--- src/rtl/icache_loader.sv ---
`default_nettype none
// ============================================================================
// Module   : icache_loader
// Brief    : Converts a host word stream (address, length, instruction words)
//            into single-cycle icache writes for one tile. The tile is held
//            in reset until a complete image has been written.
// Options  : ICACHE_LOADER_CHECKSUM_EN - adds a trailing XOR checksum word
//            and a sticky err flag that keeps the tile in reset on mismatch.
// Revision : 1.0 - initial release
// ============================================================================
module icache_loader #(
    parameter int ADDR_W  = 8,
    parameter int INSTR_W = 16
) (
    input  logic               clk,
    input  logic               rst,
    input  logic               s_valid,
    input  logic [INSTR_W-1:0] s_data,
    output logic               s_ready,
    output logic               icache_write,
    output logic [ADDR_W-1:0]  icache_addr,
    output logic [INSTR_W-1:0] icache_data,
    output logic               tile_nrst,
    output logic               busy,
    output logic               load_done,
    output logic               err
);

    typedef enum logic [2:0] {
        S_IDLE = 3'd0,
        S_LEN  = 3'd1,
        S_DATA = 3'd2,
`ifdef ICACHE_LOADER_CHECKSUM_EN
        S_CHK  = 3'd3,
`endif
        S_DONE = 3'd4
    } state_t;

    // A full address space of writes; longer length words saturate to this.
    localparam logic [ADDR_W:0] c_max_len = {1'b1, {ADDR_W{1'b0}}};
    localparam logic [ADDR_W:0] c_one     = {{ADDR_W{1'b0}}, 1'b1};
    localparam logic [ADDR_W:0] c_zero    = '0;

    state_t              r_state;
    state_t              w_next;
    logic [ADDR_W-1:0]   r_addr_ptr;
    logic [ADDR_W:0]     r_remaining;
    logic                r_write;
    logic [ADDR_W-1:0]   r_iaddr;
    logic [INSTR_W-1:0]  r_idata;
    logic                r_tile_nrst;
    logic                w_beat;
    logic [ADDR_W:0]     w_len;

    // Ready is withheld during reset so no beat is ever seen while rst is high.
    assign s_ready      = !rst && (r_state != S_DONE);
    assign w_beat       = s_valid && s_ready;
    assign w_len        = s_data[ADDR_W] ? c_max_len : {1'b0, s_data[ADDR_W-1:0]};
    assign busy         = (r_state != S_IDLE);
    assign load_done    = (r_state == S_DONE);
    assign icache_write = r_write;
    assign icache_addr  = r_iaddr;
    assign icache_data  = r_idata;
    assign tile_nrst    = r_tile_nrst;

    // State register.
    always_ff @(posedge clk or posedge rst) begin
        if (rst) begin
            r_state <= S_IDLE;
        end else begin
            r_state <= w_next;
        end
    end

    // Next-state decode; every stream-consuming state advances only on a beat.
    always_comb begin
        w_next = r_state;
        case (r_state)
            S_IDLE: begin
                if (w_beat) w_next = S_LEN;
            end
            S_LEN: begin
                if (w_beat) begin
                    if (w_len != c_zero) begin
                        w_next = S_DATA;
                    end else begin
`ifdef ICACHE_LOADER_CHECKSUM_EN
                        w_next = S_CHK;
`else
                        w_next = S_DONE;
`endif
                    end
                end
            end
            S_DATA: begin
                if (w_beat && (r_remaining == c_one)) begin
`ifdef ICACHE_LOADER_CHECKSUM_EN
                    w_next = S_CHK;
`else
                    w_next = S_DONE;
`endif
                end
            end
`ifdef ICACHE_LOADER_CHECKSUM_EN
            S_CHK: begin
                if (w_beat) w_next = S_DONE;
            end
`endif
            S_DONE:  w_next = S_IDLE;
            default: w_next = S_IDLE;
        endcase
    end

    // Address/length tracking, registered write port and tile reset control.
    always_ff @(posedge clk or posedge rst) begin
        if (rst) begin
            r_addr_ptr  <= '0;
            r_remaining <= '0;
            r_write     <= 1'b0;
            r_iaddr     <= '0;
            r_idata     <= '0;
            r_tile_nrst <= 1'b0;
        end else begin
            r_write <= 1'b0;
            case (r_state)
                S_IDLE: begin
                    if (w_beat) begin
                        r_addr_ptr  <= s_data[ADDR_W-1:0];
                        r_tile_nrst <= 1'b0;
                    end
                end
                S_LEN: begin
                    if (w_beat) r_remaining <= w_len;
                end
                S_DATA: begin
                    if (w_beat) begin
                        r_write     <= 1'b1;
                        r_iaddr     <= r_addr_ptr;
                        r_idata     <= s_data;
                        r_addr_ptr  <= r_addr_ptr + 1'b1;
                        r_remaining <= r_remaining - c_one;
                    end
                end
                // The last write is already on the port in DONE, so releasing
                // the tile on the DONE->IDLE edge never overtakes a write.
                S_DONE: r_tile_nrst <= !err;
                default: ;
            endcase
        end
    end

`ifdef ICACHE_LOADER_CHECKSUM_EN
    logic [INSTR_W-1:0] r_acc;
    logic               r_err;

    assign err = r_err;

    // XOR accumulator over data words and sticky mismatch flag.
    always_ff @(posedge clk or posedge rst) begin
        if (rst) begin
            r_acc <= '0;
            r_err <= 1'b0;
        end else if (w_beat) begin
            case (r_state)
                S_IDLE: begin
                    r_acc <= '0;
                    r_err <= 1'b0;
                end
                S_DATA:  r_acc <= r_acc ^ s_data;
                S_CHK:   if (s_data != r_acc) r_err <= 1'b1;
                default: ;
            endcase
        end
    end
`else
    assign err = 1'b0;
`endif

endmodule
`default_nettype wire

--- config.mk ---
export PLATFORM = sky130hd
export DESIGN_NAME = icache_loader
export DESIGN_NICKNAME = d
export VERILOG_FILES = /design/src/rtl/icache_loader.sv
export SDC_FILE = /design/constraint.sdc
export NUM_CORES = 1
export LEC_CHECK = 0
export ABC_AREA = 0
export BUFFER_PORTS_ARGS = -buffer_cell sky130_fd_sc_hd__buf_2
export CELL_PAD_IN_SITES_DETAIL_PLACEMENT = 1
export CELL_PAD_IN_SITES_GLOBAL_PLACEMENT = 2
export CORE_ASPECT_RATIO = 1.4
export CORE_MARGIN = 2
export CORE_UTILIZATION = 34
export DETAILED_ROUTE_END_ITERATION = 8
export PLACE_DENSITY_LB_ADDON = 0.15
export SYNTH_ARGS = -nofsm -noshare
export SYNTH_HDL_FRONTEND = slang
export SYNTH_SLANG_ARGS = --single-unit
--- constraint.sdc ---
create_clock -name clk -period 3.31 [get_ports clk]
set_input_delay 0.331 -clock clk [delete_from_list [all_inputs] [get_ports clk]]
set_output_delay 0.331 -clock clk [all_outputs]
set_load 0.01 [all_outputs]
==> results of run 1 <==
-- layout make-up --
| cell class | instances | share of cell area [%] |
|---|---|---|
| Timing Repair Buffer | 50 | 9.92 |
| Sequential cell | 46 | 44.3 |
| Inverter | 9 | 1.30 |
| Clock inverter | 1 | 0.193 |
| Tap cell | 74 | 3.56 |
| Multi-Input combinational cell | 185 | 37.4 |
| Clock buffer | 7 | 3.32 |
-- registers in the layout (all words and copies together), names as in the netlist --
register,count
icache_data,16
icache_addr,8
r_remaining,9
r_state,3
r_addr_ptr,8
icache_write,1
tile_nrst,1
-- routing by layer --
metal	vias to the layer above	global-route usage [%]
met4	0	4.70
met2	29	31.5
li1	951	-
met3	6	3.21
met5	-	0
met1	945	22.2
-- final timing paths --
kind                                             start                           to  cells after the start  slack (ns)
max                             r_state[1]$_DFFE_PP0P_    r_addr_ptr[6]$_DFFE_PP0P_                      7        1.26
min                                          s_data[9]   icache_data[9]$_DFFE_PP0P_                      3        0.21
max reg2reg                     r_state[1]$_DFFE_PP0P_    r_addr_ptr[6]$_DFFE_PP0P_                      7        1.26
min reg2reg                icache_data[12]$_DFFE_PP0P_  icache_data[12]$_DFFE_PP0P_                      2        0.47
max in group asynchronous                          rst    r_addr_ptr[4]$_DFFE_PP0P_                      2        2.39
min in group asynchronous                          rst   r_remaining[7]$_DFFE_PP0P_                      2        0.30
-- report_power, final --
group | switching, mW | internal [mW] | leakage [nW]
clock network | 0.194 | 0.169 | 0.0482
registers | 0.217 | 0.816 | 0.574
logic | 0.523 | 0.367 | 0.675
-- worst register-to-register path, stage by stage (launching register included) --
cell,delay [ns]
sky130_fd_sc_hd__dfrtp_1,0.51
sky130_fd_sc_hd__nor3b_4,0.22
sky130_fd_sc_hd__buf_4,0.24
sky130_fd_sc_hd__nand2_1,0.07
sky130_fd_sc_hd__buf_4,0.24
sky130_fd_sc_hd__inv_2,0.36
sky130_fd_sc_hd__o32ai_2,0.16
sky130_fd_sc_hd__a21oi_1,0.18
-- logic make-up after synthesis --
| logic type | synth area share (%) |
|---|---|
| and+or+nand+nor | 23.6 |
| AOI/OAI and AO/OA | 17.3 |
| DFF | 51.1 |
| buffers and inverters | 5.72 |
| adders and majority gates | 1.67 |
| xor gates and xnor gates | 0.389 |
| other | 0.167 |
-- per-stage QoR --
step	hold slack [ns]	worst slack, ns	instances	power (mW)	cell area, µm²
final	0.212	1.26	372	2.29	2600
after global routing	0.232	1.05	372	2.49	2600
after CTS	0.207	1.21	372	2.32	2600
after detailed placement	0.457	1.25	364	1.95	2510
after global placement	0.453	1.31	364	1.93	2510
after floorplan	0.436	1.74	254	1.63	2250
-- cell usage in the layout (no fill, tap or decap), drive strengths merged, types with 3 or more instances in the layout --
master  synthesis  layout
nand2          73      73
buf            13      50
dfrtp          46      46
o21ai          20      20
nor2           16      16
a21oi          16      16
inv             9       9
nor3            7       7
nand3           7       7
clkbuf          1       7
nor2b           4       4
a31oi           3       3
ha              3       3
==> metrics.md, run 1 <==
| Metric | Value |
|---|---|
| Status | `finished, final reports clean` |
| CP Class | `register to register` |
| Register area share after synthesis | `51.1%` |
| Post-CTS setup buffers | `0` |
| Worst vdd ir | `about 0.27 mV` |
| Number of vias per cell | `5.19` |
| Post-synthesis cell type count | `43` |
| Antenna violation net count after detailed routing | `0` |
| Clock skew | `0.00933 ns` |
| Total global routing track utilization | `roughly 18%` |
| Peak fanout along the critical path | `29` |
| Area occupied by registers | `1150 µm²` |
| Final Hold Violating Endpoints | `0` |
| Met3 layer wire length in the routed design | `around 160 µm` |
| Number of inserted filler cells in the final layout | `784` |
| Share of Yosys cell area claimed by the top area cell type | `51.1%` |
| Number of input and output port buffers inserted | `47` |
| Setup Total Neg Slack | `0 ns` |
| Number of iterations in the first detailed-routing pass | `4` |
| Die extent in y | `100 µm` |
| Post-Synthesis Cell Area | `2250 µm²` |
| Ranking of synthesized cells by instance count | `sky130_fd_sc_hd__nand2_1 (73), sky130_fd_sc_hd__dfrtp_1 (46), sky130_fd_sc_hd__o21ai_0 (20)` |
| Flip-flop and latch count after synthesis | `46` |
| Sort of element at the start of the critical path | `register` |
| Initial core utilization | `34.7%` |
| Slowest-stage cell, CP | `sky130_fd_sc_hd__dfrtp_1` |
| Area of combinational cells with multiple inputs | `between 900 and 1000 µm²` |
| Proportion of register bits with asynchronous set or reset after synthesis | `100%` |
| Hold-fix buffer count after cts | `0` |
| Full die area | `7300 µm²` |
| DRC violations left | `0` |
| Stage delay of the slowest cell on the critical path | `between 0.5 and 0.6 ns` |
| Required time reported for the critical path endpoint | `3.54 ns` |
| Fmax | `489 MHz` |
| Latest clock arrival within the worst-skew pair | `approximately 0.30 ns` |
| Number of buffers and inverters on the critical path | `3` |
| Max-slew violation count | `0` |
| Data arrival time at the worst-slack endpoint | `2.28 ns` |
| Count of inserted antenna diode cells | `0` |
| Dominant cell type by area after synthesis | `sky130_fd_sc_hd__dfrtp_1` |
| Count of endpoints failing setup in the final report | `0` |
| Share of the core filled with cells | `40.1%` |
| Layout net count | `319` |
| Post-detailed-placement half-perimeter wirelength | `approximately 4200 µm` |
| Count of flip-flops with a built-in enable after synthesis | `0` |
| Placer congestion estimate | `0.776` |
| Synthesis warning total | `0` |
| Number of placed I/O pins | `49` |
| List of cells traversed by the critical path | `nor3b_4 > buf_4 > nand2_1 > buf_4 > inv_2 > o32ai_2 > a21oi_1` |
| Critical Path Sink Type | `register` |
| Slew HR | `32.9%` |
| X dimension of the die | `72.8 µm` |
| Pin count of the biggest net entering global routing | `47` |
| Most Frequent Cell on Critical Path | `sky130_fd_sc_hd__buf_4` |
| Most numerous cell in the Yosys netlist | `sky130_fd_sc_hd__nand2_1` |
| Unrepaired setup endpoints after global routing | `no` |
| Synthesized area per cell | `between 8 and 9 µm²` |
| Clock tree root buffer cell | `sky130_fd_sc_hd__clkbuf_8` |
| Top layer in use | `met4` |
| Clock tree from TritonCTS | `yes` |
| Detailed-routed wire length on met2 | `approximately 3200 µm` |
| Wirelength, routed | `6000 µm` |
| Most common flop cell mapped by yosys | `sky130_fd_sc_hd__dfrtp_1` |
| Cell leakage power | `1.30 nW` |
| Count of vias placed by the detailed router | `1931` |
| Number of buffers on the longest clock path | `2` |
| Number of buffers created by CTS | `5` |
| DRC violation total after the first TritonRoute iteration | `83` |
| Max-cap check violation count | `0` |
| Floorplan row count | `35` |
| Post-Syn Nets | `276` |
| Total routed wire length on the met1 layer | `2610 µm` |
| Maximum level of the CTS H-tree | `2` |
| Syn Inst Count | `between 200 and 300` |
| Number of global-route vias before repair | `approximately 2.0k` |
| Cts repair resizes | `0` |
| Portion of the clock cycle consumed by the worst path in the final layout | `61.8%` |
| Min-delay worst type | `input pin to register` |
| Fraction of layout instances using a drive strength above 1 | `roughly a fifth` |
| Gr ovfl total | `0` |
| Cell family with the largest share of critical-path delay | `buffers and inverters` |
| Synth-to-layout area growth | `15.4%` |
| Routed wirelength normalized by instance count | `approximately 16 µm` |
| First-pass GRT wire length | `approximately 10000 µm` |
| Clock-pin slew reported for the worst setup and hold paths after clock tree synthesis | `0.09 ns` |
| Actual transition at the worst max-transition pin | `1.00 ns` |
| Cells taking the most area after synthesis | `sky130_fd_sc_hd__dfrtp_1 (51%), sky130_fd_sc_hd__nand2_1 (12%), sky130_fd_sc_hd__o21ai_0 (4.4%)` |
| Power per cell area | `around 900 nW/µm²` |
| Placeable core region | `6480 µm²` |
| Antenna violations before repair | `0` |
| Clk sink count | `46` |
| Tmin final | `2.05 ns` |
Power figures use the tool's default switching activity.
==> run 2, diff against run 1 <==
--- a/config.mk
+++ b/config.mk
@@ -11,7 +11,7 @@
 export CELL_PAD_IN_SITES_GLOBAL_PLACEMENT = 2
 export CORE_ASPECT_RATIO = 1.4
 export CORE_MARGIN = 2
-export CORE_UTILIZATION = 34
+export CORE_UTILIZATION = 32
 export DETAILED_ROUTE_END_ITERATION = 8
 export PLACE_DENSITY_LB_ADDON = 0.15
 export SYNTH_ARGS = -nofsm -noshare
==> constraint.sdc (replaced) <==
create_clock -name clk -period 1.9 [get_ports clk]
set_input_delay 0.19 -clock clk [delete_from_list [all_inputs] [get_ports clk]]
set_output_delay 0.19 -clock clk [all_outputs]
set_load 0.01 [all_outputs]
==> run 2 against run 1 <==
Net effect:
- non-clock buffer count grew 12
- die area grew 5.9%
- hold slack worse by 0.14 ns
- core utilization up 0.63 points
- final cell count up 8.9%
- clock skew down 0.0035 ns
- sequential power rose by 73%
- clock-buffer cell count decreased by 1
- global-route usage shrank 0.77 points
- sequential cell count is the same
- final area increased by 8.0%
- via count is 3.7% higher
==> metrics.md, run 2 (synthesis gave the netlist of run 1 again) <==
| Metric | Value |
|---|---|
| Status | `finished, final reports clean` |
| Required time reported for the critical path endpoint | `roughly 2.1 ns` |
| Slack of the worst reg-to-reg path | `0.18 ns` |
| Number of placed I/O pins | `49` |
| Routed wirelength normalized by instance count | `15.1 µm` |
| Gr ovfl total | `0` |
| Number of inserted filler cells in the final layout | `832` |
| Sort of element at the start of the critical path | `register` |
| Cts repair resizes | `0` |
| CP Class | `register to register` |
| Final Hold Violating Endpoints | `0` |
| Slowest-stage cell, CP | `sky130_fd_sc_hd__dfrtp_1` |
| Die extent in y | `103 µm` |
| Pin count of the biggest net entering global routing | `29` |
| Maximum level of the CTS H-tree | `2` |
| Setup Total Neg Slack | `0 ns` |
| Number of iterations in the first detailed-routing pass | `4` |
| Max-cap check violation count | `0` |
| Wirelength, routed | `~6000 µm` |
| Count of inserted antenna diode cells | `0` |
| Tmin final | `1.72 ns` |
| Clock skew | `0.00587 ns` |
| Initial core utilization | `32.7%` |
| Number of buffers on the longest clock path | `2` |
| List of cells traversed by the critical path | `or3b_1 > buf_4 > nor2_1 > a31oi_1 > o22a_1` |
| Layout net count | `approximately 330` |
| Number of global-route vias before repair | `2050` |
| Stage delay of the slowest cell on the critical path | `~0.48 ns` |
| DRC violation total after the first TritonRoute iteration | `37` |
| Placeable core region | `6890 µm²` |
| Total global routing track utilization | `17.1%` |
| Top library cells by usage in the layout, fill and taps aside | `sky130_fd_sc_hd__nand2_1 (73), sky130_fd_sc_hd__buf_2 (47), sky130_fd_sc_hd__dfrtp_1 (46)` |
| Clock tree root buffer cell | `sky130_fd_sc_hd__clkbuf_8` |
| Number of input and output port buffers inserted | `47` |
| Count of vias placed by the detailed router | `2003` |
| Number of buffers and inverters on the critical path | `1` |
| Count of endpoints failing setup in the final report | `0` |
| Floorplan row count | `36` |
| Max-slew violation count | `0` |
| Total design power | `4.40 mW` |
| Fraction of layout instances using a drive strength above 1 | `23.9%` |
| Number of buffers created by CTS | `5` |
| Antenna violations before repair | `0` |
| Most frequent standard cell in the layout excluding fill and tap cells | `sky130_fd_sc_hd__nand2_1` |
| Slew HR | `65.2%` |
| First-pass GRT wire length | `a little over 10000 µm` |
| X dimension of the die | `74.9 µm` |
| Final-layout worst hold slack | `~0.071 ns` |
| Cell family with the largest share of critical-path delay | `simple AND/OR/NAND/NOR gates` |
| DRC violations left | `0` |
| Synth-to-layout area growth | `24.6%` |
| Worst vdd ir | `0.468 mV` |
| Critical Path Sink Type | `register` |
| Unrepaired setup endpoints after global routing | `no` |
| Area of combinational cells with multiple inputs | `a little under 1000 µm²` |
| Number of flip-flops in the largest register | `16` |
| Placer congestion estimate | `0.805` |
| Portion of the clock cycle consumed by the worst path in the final layout | `90.3%` |
| Actual transition at the worst max-transition pin | `0.522 ns` |
| Clock-pin slew reported for the worst setup and hold paths after clock tree synthesis | `about 0.09 ns` |
| Min-delay worst type | `input pin to register` |
| Peak fanout along the critical path | `16` |
| Clk sink count | `46` |
| Power per cell area | `~1600 nW/µm²` |
| Fmax | `583 MHz` |
| Data arrival time at the worst-slack endpoint | `1.91 ns` |
| Post-detailed-placement half-perimeter wirelength | `4480 µm` |
| Antenna violation net count after detailed routing | `0` |
| Full die area | `7730 µm²` |
| Clock tree from TritonCTS | `yes` |
| Latest clock arrival within the worst-skew pair | `approximately 0.30 ns` |
| Number of vias per cell | `4.95` |
| Area occupied by registers | `1150 µm²` |
| Cell leakage power | `1.39 nW` |
[run 2: cell count changes in the layout (fill, tap and decap cells not counted), sizes merged]
cell         before  now
buf              50   61
bufinv            0    2
clkbuf            7    6
clkinv            1    0
dlygate4sd3       0    1
[run 2: final timing paths]
check	cells past startpoint	to	from
min reg2reg	2	icache_data[11]$_DFFE_PP0P_	icache_data[11]$_DFFE_PP0P_
max reg2reg	5	r_remaining[7]$_DFFE_PP0P_	r_state[2]$_DFFE_PP0P_
max in group asynchronous	4	icache_addr[5]$_DFFE_PP0P_	rst
max	5	r_remaining[7]$_DFFE_PP0P_	r_state[2]$_DFFE_PP0P_
min	3	icache_data[10]$_DFFE_PP0P_	s_data[10]
min in group asynchronous	3	r_state[0]$_DFFE_PP0P_	rst
[run 2: tightest hold or removal path: stages]
cell,delay (ns)
sky130_fd_sc_hd__buf_2,0.08
sky130_fd_sc_hd__nand2_1,0.04
sky130_fd_sc_hd__nand2_1,0.04
[run 2: layout make-up]
type,count,area share [%]
Clock buffer,6,2.94
Clock inverter,2,2.14
Inverter,9,1.20
Multi-Input combinational cell,185,34.6
Sequential cell,46,41.0
Tap cell,95,4.24
Timing Repair Buffer,62,13.8
[run 2: timing repair]
item | 4_1_cts | 5_1_grt
endpoints found under the hold margin | 21 | 0
setup buffers | 0 | 0
hold buffers | 1 | 0
endpoints found under the setup margin | 0 | 0
[run 2: report_power, final]
group / leakage (nW) / switching, mW / internal [mW]
logic: 0.748 / 0.956 / 0.757
clock network: 0.0714 / 0.349 / 0.561
registers: 0.574 / 0.356 / 1.42
total: 1.39 / 1.66 / 2.74
[run 2: routing by layer]
layer / vias up / global-route usage (%) / share of wire (%)
met1: 985 / 21.7 / 44
li1: 975 / - / -
met3: 5 / 2.62 / 2.9
met4: 0 / 4.40 / 1.1
met5: - / 0 / 0
met2: 38 / 30.1 / 52
[run 2: through the flow]
stage | utilization (%) | std cells | worst slack, ns | cell area (µm²)
floorplan | - | 254 | 0.328 | 2250
global placement | 38.5 | 396 | 0.216 | 2650
detailed placement | 38.5 | 396 | 0.182 | 2650
CTS | 40.7 | 405 | 0.171 | 2810
global route | 40.7 | 405 | 0.0301 | 2810
finish | 40.7 | 405 | 0.184 | 2810
==> run 3, diff against run 2 <==
--- a/config.mk
+++ b/config.mk
@@ -11,7 +11,7 @@
 export CELL_PAD_IN_SITES_GLOBAL_PLACEMENT = 2
 export CORE_ASPECT_RATIO = 1.4
 export CORE_MARGIN = 2
-export CORE_UTILIZATION = 32
+export CORE_UTILIZATION = 30
 export DETAILED_ROUTE_END_ITERATION = 8
 export PLACE_DENSITY_LB_ADDON = 0.15
 export SYNTH_ARGS = -nofsm -noshare
==> run 3 against run 2 <==
Net effect:
- worst setup slack got worse by 0.013 ns
- final cell count unchanged
- non-clock buffer count decreased by 2
- final area decreased by 3.0%
- total power decreased by 4.5%
- highest routed layer unchanged
==> metrics.md, run 3 (synthesis gave the netlist of run 1 again) <==
| Metric | Value |
|---|---|
| Status | `finished, final reports clean` |
| Post-CTS setup buffers | `0` |
| Worst vdd ir | `0.464 mV` |
| Part of the total power dissipated in the clock network | `between 15 and 20%` |
| Standard cell area after detailed placement | `2610 µm²` |
| Portion of the clock cycle consumed by the worst path in the final layout | `91.0%` |
| Min-delay worst type | `input pin to asynchronous set/reset pin` |
| Gr ovfl total | `0` |
| Cell-internal power | `2.54 mW` |
| Actual transition at the worst max-transition pin | `0.697 ns` |
| Clock skew | `approximately 0.0074 ns` |
| Number of buffers and inverters on the critical path | `0` |
| Net load switching power | `between 1.5 and 2 mW` |
| Clock tree from TritonCTS | `yes` |
| Number of inserted filler cells in the final layout | `~900` |
| Cell depth of the worst setup path | `4` |
| Initial core utilization | `30.8%` |
| Number of global-route vias before repair | `2005` |
| Total global routing track utilization | `between 10% and 20%` |
| Placeable core region | `7310 µm²` |
| Critical Path Sink Type | `register` |
| Data arrival time at the worst-slack endpoint | `1.91 ns` |
| Latest clock arrival within the worst-skew pair | `roughly 0.30 ns` |
| Count of endpoints failing setup in the final report | `0` |
| Slowest-stage cell, CP | `sky130_fd_sc_hd__o211ai_2` |
| CP Class | `register to register` |
| Most frequent standard cell in the layout excluding fill and tap cells | `sky130_fd_sc_hd__nand2_1` |
| Final Hold Violating Endpoints | `0` |
| Fraction of layout instances using a drive strength above 1 | `23.4%` |
| Tmin final | `1.73 ns` |
| Die extent in y | `~110 µm` |
| DRC violation total after the first TritonRoute iteration | `66` |
| First-pass GRT wire length | `between 10000 and 15000 µm` |
| Reg power frac | `42.8%` |
| Cell family with the largest share of critical-path delay | `compound AO/OA/AOI/OAI gates` |
| Sort of element at the start of the critical path | `register` |
| X dimension of the die | `77.2 µm` |
| Clock-pin slew reported for the worst setup and hold paths after clock tree synthesis | `0.09 ns` |
| Count of inserted antenna diode cells | `0` |
| Stage delay of the slowest cell on the critical path | `0.57 ns` |
| Number of buffers created by CTS | `5` |
| Max-cap check violation count | `0` |
| Total non-filler cell area in the finished layout | `2720 µm²` |
| Clk sink count | `46` |
| Layout net count | `329` |
| Clock tree root buffer cell | `sky130_fd_sc_hd__clkbuf_8` |
| DRC violations left | `0` |
| Slew HR | `53.5%` |
| Count of vias placed by the detailed router | `1985` |
| Number of buffers on the longest clock path | `2` |
| Antenna violation net count after detailed routing | `0` |
| Number of iterations in the first detailed-routing pass | `4` |
| Fraction of power spent switching nets | `39.6%` |
| Required time reported for the critical path endpoint | `2.08 ns` |
| Post-detailed-placement half-perimeter wirelength | `4570 µm` |
| Wirelength, routed | `6220 µm` |
| Power per cell area | `1550 nW/µm²` |
| Cell leakage power | `1.35 nW` |
| Antenna violations before repair | `0` |
| Logic pwr share | `~40%` |
| Unrepaired setup endpoints after global routing | `no` |
| Cts repair resizes | `0` |
| Top library cells by usage in the layout, fill and taps aside | `sky130_fd_sc_hd__nand2_1 (73), sky130_fd_sc_hd__buf_2 (47), sky130_fd_sc_hd__dfrtp_1 (46)` |
| Number of flip-flops in the largest register | `16` |
| Maximum level of the CTS H-tree | `2` |
| Max-slew violation count | `0` |
| Routed wirelength normalized by instance count | `15.4 µm` |
| Number of cells on the worst reg-to-reg path | `4` |
| Floorplan row count | `37` |
| Hold-fix buffer count after cts | `0` |
| Number of placed I/O pins | `49` |
| Number of input and output port buffers inserted | `47` |
| Full die area | `just over 8000 µm²` |
| List of cells traversed by the critical path | `nor2b_1 > o211ai_2 > a21oi_1 > o22a_1` |
| Pin count of the biggest net entering global routing | `31` |
| Placer congestion estimate | `a little under 0.8` |
| Synth-to-layout area growth | `20.8%` |
| Fmax | `578 MHz` |
| Setup Total Neg Slack | `0 ns` |
| Peak fanout along the critical path | `18` |
| Number of vias per cell | `4.90` |
run 3: cell count changes in the layout (fill, tap and decap cells not counted), sizes merged:
| cell | delta |
|---|---|
| buf | -1 |
| bufinv | -1 |
| clkinvlp | +1 |
| dlygate4sd3 | -1 |
run 3: area by class of cell:
type                            count  area [µm²]  area share [%]
Timing Repair Buffer               60         333            12.2
Inverter                            9        33.8            1.24
Tap cell                           97         121            4.46
Clock inverter                      2        37.5            1.38
Sequential cell                    46        1150            42.3
Clock buffer                        6        72.6            2.67
Multi-Input combinational cell    185         971            35.7
run 3: worst register-to-register path, cell delays in order, from the launching register on:
cell                       delay [ns]
sky130_fd_sc_hd__dfrtp_1         0.50
sky130_fd_sc_hd__nor2b_1         0.23
sky130_fd_sc_hd__o211ai_2        0.57
sky130_fd_sc_hd__a21oi_1         0.09
sky130_fd_sc_hd__o22a_1          0.22
run 3: per-stage QoR:
stage	hold WS [ns]	setup WS, ns	power [mW]	cells	util [%]
2_1_floorplan	0.295	0.328	2.84	254	-
3_3_place_gp	0.373	0.233	3.47	397	35.7
3_5_place_dp	0.374	0.174	3.52	397	35.7
4_1_cts	0.0444	0.164	4.28	405	37.2
5_1_grt	0.0730	0.0318	4.57	405	37.2
6_report	0.0245	0.170	4.20	405	37.2
run 3: power groups by stage:
| stage | logic (mW) | registers [mW] | clock network (mW) |
|---|---|---|---|
| 2_1_floorplan | 1.01 | 1.83 | 0 |
| 3_3_place_gp | 1.66 | 1.81 | 0 |
| 3_5_place_dp | 1.69 | 1.83 | 0 |
| 4_1_cts | 1.70 | 1.81 | 0.776 |
| 5_1_grt | 1.89 | 1.88 | 0.801 |
| 6_report | 1.66 | 1.80 | 0.739 |
run 3: worst paths after layout:
path,start,slack [ns],to
max in group asynchronous,rst,1.26,icache_addr[2]$_DFFE_PP0P_
min in group clk,s_data[9],0.08,icache_data[9]$_DFFE_PP0P_
hold / removal,rst,0.02,r_state[2]$_DFFE_PP0P_
setup reg to reg,r_state[0]$_DFFE_PP0P_,0.17,r_remaining[7]$_DFFE_PP0P_
hold reg to reg,icache_addr[0]$_DFFE_PP0P_,0.48,icache_addr[0]$_DFFE_PP0P_
setup / recovery,r_state[0]$_DFFE_PP0P_,0.17,r_remaining[7]$_DFFE_PP0P_
run 3: per-layer routing:
metal	share of wire, %	global-route usage [%]
met1	46	19.7
met2	51	28.3
met3	2.4	2.46
met4	0.61	4.21
met5	0	0
